==> src/rtl/pc_redirect_gen_pkg.sv <==
// Shared fetch-side types and constants for the PC redirect generator.
package pc_redirect_gen_pkg;

  localparam int XLEN       = 32;
  localparam int INSN_BYTES = 4;

  localparam logic [XLEN-1:0] DEFAULT_RESET_PC = 32'h0000_0000;

  typedef enum logic [1:0] {
    PC_RUN,
    PC_HOLD,
    PC_HALT
  } pc_state_e;

endpackage

==> src/rtl/pc_redirect_gen.sv <==
// IF fetch-address generator: sequential advance, stall hold, pending redirect
// while imem is busy, taken-transfer flushes and misaligned-target trap.
import pc_redirect_gen_pkg::*;

module pc_redirect_gen #(
  parameter int              XLEN     = pc_redirect_gen_pkg::XLEN,
  parameter logic [XLEN-1:0] RESET_PC = XLEN'(DEFAULT_RESET_PC)
) (
  input  logic            clk,
  input  logic            rst,
  input  logic            ex_valid,
  input  logic            is_taken,
  input  logic [XLEN-1:0] pc_bru,
  input  logic            stall,
  input  logic            if_ready,
  output logic [XLEN-1:0] pc_if,
  output logic            pc_valid,
  output logic [XLEN-1:0] pc_plus4,
  output logic            flush_if_id,
  output logic            flush_id_ex,
  output logic            redirect_pending,
  output logic            misalign_err
);

  pc_state_e       state;
  logic [XLEN-1:0] pend;
  logic            redirect;
  logic            aligned;

  assign redirect         = ex_valid & is_taken;
  assign aligned          = (pc_bru[1:0] == 2'b00);
  assign pc_plus4         = pc_if + XLEN'(INSN_BYTES);
  assign redirect_pending = (state == PC_HOLD);

  always_comb begin
    flush_if_id = 1'b0;
    flush_id_ex = 1'b0;
    if (!rst) begin
      unique case (state)
        PC_RUN: begin
          flush_if_id = redirect;
          flush_id_ex = redirect;
        end
        PC_HOLD: begin
          flush_if_id = 1'b1;
          flush_id_ex = redirect;
        end
        default: begin
          flush_if_id = 1'b0;
          flush_id_ex = 1'b0;
        end
      endcase
    end
  end

  always_ff @(posedge clk) begin
    if (rst) begin
      pc_if        <= RESET_PC;
      pc_valid     <= 1'b0;
      state        <= PC_RUN;
      pend         <= '0;
      misalign_err <= 1'b0;
    end else begin
      unique case (state)
        PC_RUN: begin
          if (redirect && !aligned) begin
            misalign_err <= 1'b1;
            pc_valid     <= 1'b0;
            state        <= PC_HALT;
          end else if (redirect) begin
            if (if_ready) begin
              pc_if    <= pc_bru;
              pc_valid <= 1'b1;
            end else begin
              pend     <= pc_bru;
              pc_valid <= 1'b0;
              state    <= PC_HOLD;
            end
          // Advance only once the current address has been presented as valid.
          end else if (stall || !if_ready || !pc_valid) begin
            pc_valid <= 1'b1;
          end else begin
            pc_if <= pc_plus4;
          end
        end
        PC_HOLD: begin
          if (redirect && !aligned) begin
            misalign_err <= 1'b1;
            pc_valid     <= 1'b0;
            state        <= PC_HALT;
          end else if (if_ready) begin
            // A redirect arriving in the release cycle is the latest target.
            pc_if    <= redirect ? pc_bru : pend;
            pc_valid <= 1'b1;
            state    <= PC_RUN;
          end else if (redirect) begin
            pend <= pc_bru;
          end
        end
        default: begin
          pc_valid     <= 1'b0;
          misalign_err <= 1'b1;
        end
      endcase
    end
  end

endmodule

==> config.mk <==
export PLATFORM = sky130hd
export DESIGN_NAME = pc_redirect_gen
export DESIGN_NICKNAME = d
export VERILOG_FILES = /design/src/rtl/pc_redirect_gen_pkg.sv /design/src/rtl/pc_redirect_gen.sv
export SDC_FILE = /design/constraint.sdc
export NUM_CORES = 1
export LEC_CHECK = 0
export ABC_CLOCK_PERIOD_IN_PS = 3580
export BUFFER_PORTS_ARGS = -buffer_cell sky130_fd_sc_hd__buf_2
export CAP_MARGIN = 20
export CELL_PAD_IN_SITES_DETAIL_PLACEMENT = 0
export CELL_PAD_IN_SITES_GLOBAL_PLACEMENT = 1
export CORE_UTILIZATION = 40
export CTS_CLUSTER_DIAMETER = 80
export DETAILED_ROUTE_END_ITERATION = 7
export HOLD_SLACK_MARGIN = 0.12
export PLACE_DENSITY = 0.95
export SLEW_MARGIN = 20
export SYNTH_ARGS = -nofsm -noshare
export SYNTH_HDL_FRONTEND = slang
export SYNTH_SLANG_ARGS = --single-unit
==> constraint.sdc <==
create_clock -name clk -period 3.58 [get_ports clk]
set_input_delay 0.358 -clock clk [delete_from_list [all_inputs] [get_ports clk]]
set_output_delay 0.358 -clock clk [all_outputs]
set_load 0.03 [all_outputs]
==> results.md <==
- Status: finished, final reports clean
- Setup TNS: 0 ps
- Initial antenna violation count: 0
- Drt total wl: about 12 mm
- Fmax: 0.340 GHz
- Placed Instance Area: between 4000 and 5000 sq um
- Max cap viols: 0
- Count leader, synth: nand2_1
- Area grow syn2layout: 21.3%
- Combinational Power Share: approximately 14%
- # DRC: 0
- Most frequent cells after synthesis: 76 x nand2_1, 68 x dfxtp_1, 50 x a21oi_1
- Switch Pwr: about 0.46 mW
- Num CTS Buffers: 9
- EDFF count, synth: 0
- Number of global-route vias before repair: 3809
- Crit path max-delay cell type: dfxtp_1
- Design Area, Final: around 4600 sq um
- Post-synth top area share: roughly 36%
- Hold Violations, Final: 0
- Finished Core Util: 50.1%
- Slew Viols, Final: 0
- Period utilisation layout: between 80 and 90%
- Crit. End Element: output port
- CTS tree: done
- Synth top area cells: dfxtp_1 36%, nand2_1 7.5%, a21oi_1 6.6%
- Buffers added on ports: between 100 and 150
- Vias per cell: between 5 and 6
- Register area share after synthesis: a little over a third
- I/O pins: 107
- Setup crit start kind: flip-flop
- First-pass GRT wire length: ~19 mm
- Diode count: 0
- Post-CTS setup buffers: 0
- HP Class: input pin to flip-flop
- Clock Path Buffers: 2
- Pre-antenna DRT Iters: 5
- Largest net degree at the start of global routing: 46
- Yosys reg bits: between 60 and 70
- CP peak stage delay: 500 ps
- Worst path arrival time: around 2600 ps
- Placed cell count: ~690
- Max IR drop VDD: 0.161 mV
- Pwr/cell area: around 370 nW/um^2
- Vias after detailed routing: between 4000 and 5000
- Post-route minimum period: 2940 ps
- Post-Syn Nets: about 540
- Final Hold Slack: approximately 270 ps
- # resized after CTS: 0
- Yosys top cell by area: dfxtp_1
- Initial DRC Count: 311
- Int Power: about 1.2 mW
- Switching share of total power: a little over a quarter
- Slew HR: 36.8%
- CTS Hold Bufs: 0
- Most frequent CP cell: nand4_1
- Worst Max-Slew Pin Slew: around 950 ps
- Clock Tree Root: clkbuf_8
- Synthesized area per cell: 7.56 sq um
- RSZ-0062 raised after global routing: false
- Layout fillers: between 900 and 1000
- Worst setup path class: flip-flop to output port
- Reg area: around 1400 sq um
- Flop pwr share: 47.1%
- Unique masters post-synth: between 50 and 60
- Final Setup Violations: 0
- Routed WL per cell: 16.8 um
- Final Non-Filler Cells: between 700 and 800
- Clk pwr share: approximately 39%
- FP Rows: 35
- Share of flip-flops with an asynchronous set or reset: 0%
- WP data required: about 3200 ps
- Core ar.: about 9000 sq um
- Die Wd: between 90 and 100 um
- Initial Util: 41.3%
- Nets: approximately 630
- Clk sink count: 68
- RePlAce Congestion: 0.909
- Final Skew: 10.3 ps
- Cell count after synthesis: around 500
- CP cell instances: nand4_1 -> nor3_2 -> buf_4 -> nand4_1 -> xnor2_1 -> buf_2
- Overflow after GRT: 0
- Post-DP HPWL: 8.24 mm
- Area of the multi-input gates: between 2000 and 2500 sq um
- CTS clk-pin slew, worst paths: ~80 ps
- Synthesis Warnings: 0
- Leakage: 1.83 nW
- Die H: 99.4 um
- GRT Util Overall: between 20% and 30%
- Post-route ant nets: 0
- Mapped cell area: 3790 sq um
- Worst r2r src: state[1]
- Share of layout cells above drive strength 1: roughly a quarter
- Top FF cell, synth: dfxtp_1
- Clk Latency, worst-skew pair: roughly 340 ps
- H-tree levels: 3
- Beginning of the worst hold path: pc_bru[14]
- Largest fanout on the critical path: 15
- Crit path launch: pc_if[2]
- Die area: a little under 10000 sq um
## flip-flops by register name, summed over array words and instances (netlist names)
name          count
pc_if            32
pend             32
state             2
misalign_err      1
pc_valid          1
## layout make-up
class | count | area share (%)
Multi-Input combinational cell | 386 | 48.6
Sequential cell | 68 | 29.6
Timing Repair Buffer | 120 | 13.8
Clock buffer | 14 | 3.75
Tap cell | 111 | 3.02
Clock inverter | 1 | 0.652
Inverter | 7 | 0.571
## worst paths after layout
check	endpoint	slack, ps	depth (start not counted)
worst max-delay path	pc_plus4[31]	640	6
worst min-delay path	pend[14]	270	3
worst max register to register	pc_if[23]	1120	6
worst min register to register	pend[6]	460	2
## metal layers
layer,up-vias,global-route usage [%],routed length (um)
met1,1948,31.4,5310
met3,19,4.01,692
li1,1988,-,-
met2,153,38.8,5610
met5,-,0,0
met4,0,10.5,225
## per-stage QoR
| stage | total power [mW] | setup slack [ps] |
|---|---|---|
| 2_1_floorplan | 0.969 | 1020 |
| 3_3_place_gp | 1.05 | 1060 |
| 3_5_place_dp | 1.06 | 981 |
| 4_1_cts | 1.71 | 690 |
| 5_1_grt | 1.76 | 530 |
| 6_report | 1.70 | 642 |
## cell usage in the layout (no fill, tap or decap), types with 12 or more instances in the layout
cell type	Yosys	final
a21oi_1	50	50
buf_2	11	106
buf_4	4	14
clkbuf_8	0	12
dfxtp_1	68	68
nand2_1	76	76
nand3_1	12	12
nand4_1	12	12
nor2_1	46	46
nor3_1	21	20
o21ai_0	33	33
xnor2_1	16	16
xor2_1	12	12
## worst max-delay path, delay by kind of cell, from the launching register on
family                 cells  cell delay, ps
XOR/XNOR                   1             320
AND/OR/NAND/NOR            3             920
flip-flops                 1             500
buffers and inverters      2             490
## cells by family (layout without fill, tap and decap cells)
group,count (synthesis),after routing,synth area share [%]
and+or+nand+nor,211,211,27.0
AOI/OAI and AO/OA,145,145,24.5
DFF,68,68,35.9
buffers and inverters,48,142,5.54
xor gates and xnor gates,28,28,6.46
adders and majority gates,1,1,0.330
muxes,1,1,0.297
## power by group through the flow
| stage | Sequential, mW | Clock [mW] | Combinational [mW] |
|---|---|---|---|
| after detailed placement | 0.815 | 0 | 0.241 |
| after global placement | 0.814 | 0 | 0.238 |
| final | 0.798 | 0.654 | 0.244 |
| after floorplan | 0.833 | 0 | 0.136 |
| after CTS | 0.797 | 0.670 | 0.242 |
| after global routing | 0.800 | 0.698 | 0.262 |
No activity file was read; power rests on OpenSTA's default activity.
